==> src/rtl/pipe_block_serializer_pkg.sv <==
// Shared word-ordering definitions for the block serializer and the input-side packer.
// Word 0 of a block is its least-significant 16 bits.
package pipe_block_serializer_pkg;

  localparam int WORD_W          = 16;
  localparam int BLOCK_W         = 64;
  localparam int WORDS_PER_BLOCK = 4;
  localparam int IDX_W           = 2;

  typedef logic [WORD_W-1:0]  word_t;
  typedef logic [BLOCK_W-1:0] block_t;

  function automatic word_t block_word(input block_t blk, input logic [IDX_W-1:0] idx);
    return blk[idx*WORD_W +: WORD_W];
  endfunction

endpackage

==> src/rtl/pipe_block_serializer_sync_fifo_reg.sv <==
// Register-array FIFO with occupancy count and synchronous flush.
// A push while full is dropped even if a pop happens in the same cycle.
module sync_fifo_reg #(
  parameter int DEPTH_LOG2 = 3,
  parameter int WIDTH      = 64
) (
  input  logic                  clk,
  input  logic                  rst_n,
  input  logic                  clear,
  input  logic                  push,
  input  logic [WIDTH-1:0]      wr_data,
  input  logic                  pop,
  output logic [WIDTH-1:0]      rd_data,
  output logic [DEPTH_LOG2:0]   count,
  output logic                  full,
  output logic                  empty
);

  localparam int DEPTH = 1 << DEPTH_LOG2;
  localparam logic [DEPTH_LOG2:0] FULL_CNT = {1'b1, {DEPTH_LOG2{1'b0}}};

  logic [WIDTH-1:0]      mem [DEPTH];
  logic [DEPTH_LOG2-1:0] wr_ptr;
  logic [DEPTH_LOG2-1:0] rd_ptr;
  logic                  do_push;
  logic                  do_pop;

  assign full    = (count == FULL_CNT);
  assign empty   = (count == '0);
  assign do_push = push && !full && !clear;
  assign do_pop  = pop && !empty && !clear;
  assign rd_data = mem[rd_ptr];

  always_ff @(posedge clk) begin
    if (do_push) mem[wr_ptr] <= wr_data;
  end

  always_ff @(posedge clk or negedge rst_n) begin
    if (!rst_n) begin
      wr_ptr <= '0;
      rd_ptr <= '0;
      count  <= '0;
    end else if (clear) begin
      wr_ptr <= '0;
      rd_ptr <= '0;
      count  <= '0;
    end else begin
      if (do_push) wr_ptr <= wr_ptr + 1'b1;
      if (do_pop)  rd_ptr <= rd_ptr + 1'b1;
      case ({do_push, do_pop})
        2'b10:   count <= count + 1'b1;
        2'b01:   count <= count - 1'b1;
        default: count <= count;
      endcase
    end
  end

endmodule

==> src/rtl/pipe_block_serializer.sv <==
// Streams buffered 64-bit result blocks to a 16-bit pipe-out endpoint, word 0 first,
// and pulses done once the programmed number of blocks has been fully read.
module pipe_block_serializer
  import pipe_block_serializer_pkg::*;
#(
  parameter int DEPTH_LOG2 = 3,
  parameter int CNT_W      = 16
) (
  input  logic                  ti_clk,
  input  logic                  reset_n,
  input  logic                  clear,
  input  logic                  blk_valid,
  output logic                  blk_ready,
  input  logic [63:0]           blk_data,
  input  logic                  pipe_read,
  output logic [15:0]           pipe_data,
  input  logic [CNT_W-1:0]      drain_target,
  output logic                  done,
  output logic [DEPTH_LOG2:0]   level,
  output logic                  underflow
);

  localparam logic [IDX_W-1:0] LAST_IDX = IDX_W'(WORDS_PER_BLOCK - 1);

  block_t              head;
  logic [DEPTH_LOG2:0] count;
  logic                full;
  logic                empty;
  logic [IDX_W-1:0]    idx;
  logic [CNT_W-1:0]    drained;
  logic [CNT_W-1:0]    drained_inc;
  logic                rd_ok;
  logic                pop;
  logic                target_hit;

  sync_fifo_reg #(
    .DEPTH_LOG2 (DEPTH_LOG2),
    .WIDTH      (BLOCK_W)
  ) u_fifo (
    .clk     (ti_clk),
    .rst_n   (reset_n),
    .clear   (clear),
    .push    (blk_valid),
    .wr_data (blk_data),
    .pop     (pop),
    .rd_data (head),
    .count   (count),
    .full    (full),
    .empty   (empty)
  );

  assign blk_ready   = !full;
  assign level       = count;
  assign pipe_data   = empty ? '0 : block_word(head, idx);
  assign rd_ok       = pipe_read && !empty && !clear;
  assign pop         = rd_ok && (idx == LAST_IDX);
  assign drained_inc = drained + CNT_W'(1);
  assign target_hit  = (drain_target != '0) && (drained_inc == drain_target);

  always_ff @(posedge ti_clk or negedge reset_n) begin
    if (!reset_n) begin
      idx       <= '0;
      drained   <= '0;
      done      <= 1'b0;
      underflow <= 1'b0;
    end else if (clear) begin
      idx       <= '0;
      drained   <= '0;
      done      <= 1'b0;
      underflow <= 1'b0;
    end else begin
      done <= 1'b0;
      if (pipe_read && empty) underflow <= 1'b1;
      if (rd_ok) idx <= idx + 1'b1;
      // A target lowered below the current count only fires again after wrap.
      if (pop) begin
        if (target_hit) begin
          drained <= '0;
          done    <= 1'b1;
        end else begin
          drained <= drained_inc;
        end
      end
    end
  end

endmodule

==> config.mk <==
export PLATFORM = sky130hd
export DESIGN_NAME = pipe_block_serializer
export DESIGN_NICKNAME = d
export VERILOG_FILES = /design/src/rtl/pipe_block_serializer_pkg.sv /design/src/rtl/pipe_block_serializer_sync_fifo_reg.sv /design/src/rtl/pipe_block_serializer.sv
export SDC_FILE = /design/constraint.sdc
export NUM_CORES = 1
export LEC_CHECK = 0
export ABC_AREA = 1
export CORE_UTILIZATION = 52
export DETAILED_ROUTE_END_ITERATION = 6
export PLACE_DENSITY_LB_ADDON = 0.2
export SKIP_CTS_REPAIR_TIMING = 1
export SLEW_MARGIN = 20
export SYNTH_ARGS = -nofsm -noshare
export SYNTH_HDL_FRONTEND = slang
export SYNTH_SLANG_ARGS = --single-unit
==> constraint.sdc <==
create_clock -name ti_clk -period 10.1 [get_ports ti_clk]
set_input_delay 2.525 -clock ti_clk [delete_from_list [all_inputs] [get_ports ti_clk]]
set_output_delay 2.525 -clock ti_clk [all_outputs]
set_load 0.02 [all_outputs]
==> run_results.csv <==
group,metric,value,unit
yosys,ys_async_sr_fraction,5.54,%
power_and_ir_drop,max-vdd-ir-drop,173,uV
setup_path,crit_type,"flop to output pin",
yosys,synth.distinct_cells,33,
power_and_ir_drop,pwr-share-clk,39.2,%
yosys,synth_area_leader_cell,"edfxtp_1",
sta,setup_viol,0,
clocking,root_buffer,"clkbuf_16",
setup_path,end_kind,"output pin",
die,ios,108,
global_routing,grt_pass1_wl,81.0,mm
yosys,ys_seq_elements,542,
die,rows,75,
cells_and_area,final_cells,2437,
sta,rsz0062_at_grt,"no",
sta,period_share,72.7,%
min_path,whs_path_depth,2,
setup_path,crit_fanout,71,
yosys,ys_warn_count,0,
cells_and_area,drive_above_1_share,7.24,%
yosys,synthDominantCellAreaShare,69.5,%
setup_path,crit_family,"buffers and inverters",
placed_design,post-dp-hpwl,28.1,mm
cells_and_area,final_area,25300,um^2
yosys,ys_top_cells_by_count,"edfxtp_1, nor2_1, o21ai_0",
drt,vias,14400,
power_and_ir_drop,p_int,3730,uW
global_routing,antenna_found_initial,8,
setup_path,reg2reg_depth,10,
yosys,synth_nets,1874,
clocking,cts_tree,"built",
min_path,hp-class,"flop to flop",
clocking,clkSlewWorstSetupHoldPaths,0.06,ns
clocking,numCtsBuffers,53,
sta,maxSlewViolCount,0,
drt,firstDrtPassIters,5,
die,fp.coreArea,41900,um^2
setup_path,r2r_slack,6.51,ns
die,die_w,208,um
die,die_h,208,um
sta,finalCriticalPeriod,7.34,ns
sta,worst_pin_slew,1.06,ns
setup_path,arrival,4.81,ns
yosys,synth_most_common_cell,"edfxtp_1",
cells_and_area,fin_nets,1945,
power_and_ir_drop,comb_power_share,8.6,%
clocking,cts_buffer_depth,3,
placed_design,port_buffers,107,
setup_path,critical_path.startpoint_type,"flop",
drt,wl,52.8,mm
yosys,synth_edf_count,512,
placed_design,gp_congestion,0.883,
cells_and_area,fin_util,60.4,%
yosys,synth_ff_type,"edfxtp_1",
yosys,yosysSeqAreaShare,72.9,%
global_routing,grt_usage,24.6,%
drt,drtAntennaViolNets,0,
power_and_ir_drop,power_switching,1080,uW
min_path,min_to,"drained[15]$_DFFE_PN0P_",
drt,wire_per_inst,21.7,um
job,cap_violations,0,
power_and_ir_drop,powerDensity,190,nW/um^2
setup_path,worst_ep_required_time,7.58,ns
yosys,synth_cells,1783,
clocking,cts.sinks,542,
power_and_ir_drop,swShare,22.5,%
setup_path,critPathBufInv,3,
setup_path,cp_num_cells,8,
setup_path,slowest_stage,"clkinv_2",
setup_path,cpMostUsedCell,"o21ai_0",
power_and_ir_drop,seq_power_share,52.1,%
yosys,syn_area_per_cell,12.4,um^2
die,die-area,43400,um^2
drt,viasPerCell,5.91,
yosys,synthesis.area,22100,um^2
global_routing,grt_max_degree,101,
setup_path,worstReg2RegStart,"u_fifo.count[3]$_DFFE_PN0P_",
clocking,htreeDepth,2,
setup_path,worstReg2RegEnd,"u_fifo.count[2]$_DFFE_PN0P_",
global_routing,grt_pass1_vias,13900,
drt,drc,0,
drt,drt_iter0_drc,1347,
sta,hold_ws,0.504,ns
setup_path,worstPathCellList,"clkinv_2 > buf_4 > o21ai_0 > o22ai_1 > o21ai_0 > nand3_1 > and3_1 > clkdlybuf4s50_1",
setup_path,critPathMaxStageDelay,1.05,ns
die,start_util,52.8,%
placed_design,placed_area,23700,um^2
status,status,"completed",
sta,finalClockSkew,0.0153,ns
placed_design,dp.cells,2338,
sta,tns,0,ns
global_routing,gr-total-overflow,0,
power_and_ir_drop,leakagePower,0.00856,uW
sta,slew_headroom,29.0,%
sta,max_freq,0.136,GHz
clocking,clk_latency,0.59,ns
min_path,worstHoldStart,"drained[15]$_DFFE_PN0P_",
sta,hold_viol_final,0,
yosys,synth_area_leaders,"edfxtp_1, o21ai_0, nor2_1",
cells_and_area,syn_to_final_growth,14.5,%
## power groups by stage
stage               logic (uW)  clock network, uW  registers, uW
finish                     416               1890           2510
global route               449               2000           2510
floorplan                  201                  0           2560
CTS                        418               1910           2510
detailed placement         416                  0           2560
global placement           413                  0           2560
## cells by family (layout without fill, tap and decap cells)
family,after synthesis,count (layout),synth area share (%)
buf+inv,175,285,3.06
simple gates,606,606,11.5
fa+ha+maj,6,6,0.339
compound gates,449,449,12.0
xor+xnor,5,5,0.198
other cells,0,5,0
flops,542,542,72.9
## final cells by class
| cell class | instances | area, um^2 |
|---|---|---|
| diodes | 5 | 12.5 |
| clock buffers | 70 | 1430 |
| clock inverters | 24 | 219 |
| fillers | 3265 | 16600 |
| inverters | 63 | 243 |
| multi-input cells | 1066 | 5400 |
| flip-flops and latches | 542 | 16100 |
| well taps | 539 | 674 |
| repair buffers | 128 | 1230 |
## worst max path at each step
stage | slack, ns | startpoint | to
global placement | 3.32 | u_fifo.rd_ptr[1]$_DFFE_PN0P_ | pipe_data[7]
detailed placement | 3.44 | u_fifo.rd_ptr[1]$_DFFE_PN0P_ | pipe_data[7]
CTS | 2.78 | u_fifo.rd_ptr[1]$_DFFE_PN0P_ | pipe_data[7]
floorplan | 4.02 | blk_valid | u_fifo.mem[0][0]$_DFFE_PP_
global route | 2.60 | u_fifo.rd_ptr[1]$_DFFE_PN0P_ | pipe_data[7]
finish | 2.76 | u_fifo.rd_ptr[1]$_DFFE_PN0P_ | pipe_data[7]
## sequential cells by signal, indices dropped and copies added, names as in the netlist
register / flops
u_fifo.wr_ptr: 3
drained: 16
underflow: 1
idx: 2
done: 1
u_fifo.rd_ptr: 3
u_fifo.count: 4
u_fifo.mem: 512
## layer usage
| metal | global-route usage (%) | part of all wire [%] |
|---|---|---|
| met1 | 32.5 | 42 |
| met2 | 41.0 | 49 |
| met5 | 0 | 0.047 |
| met4 | 8.63 | 2.4 |
| met3 | 4.27 | 6.8 |
## placed cells by master, fill, tap and decap left out, types with 2 or more instances in the layout
master             n
o21ai_0          284
dfrtp_4            2
nor2_1           306
a31oi_1            8
o21bai_1           2
o22ai_1           28
inv_2              4
clkinv_1          10
nand3_1           90
diode_2            5
bufinv_16          4
clkbuf_1          15
clkdlybuf4s50_1  107
buf_4             21
ha_1               6
nand2_2           13
o211ai_1           2
nand4_1            9
nor2_4            10
and3_1             5
inv_6              2
nor2_2             9
nand3_4            2
clkbuf_16         55
inv_1             57
clkinv_2           7
a21oi_1           30
edfxtp_1         512
dfrtp_1           27
xor2_1             3
o221ai_1          94
clkinvlp_4         3
xnor2_1            2
nand2_1          157
## through the flow
step	worst slack [ns]	power [uW]
3_3_place_gp	3.32	2970
6_report	2.76	4810
2_1_floorplan	4.02	2760
5_1_grt	2.60	4970
4_1_cts	2.78	4840
3_5_place_dp	3.44	2970
## worst min-delay path, cell delays in order (launching register included)
cell     delay (ns)
dfrtp_1        0.36
nand2_1        0.06
nand2_1        0.05
Note: power is estimated with default switching activity, not from simulation.
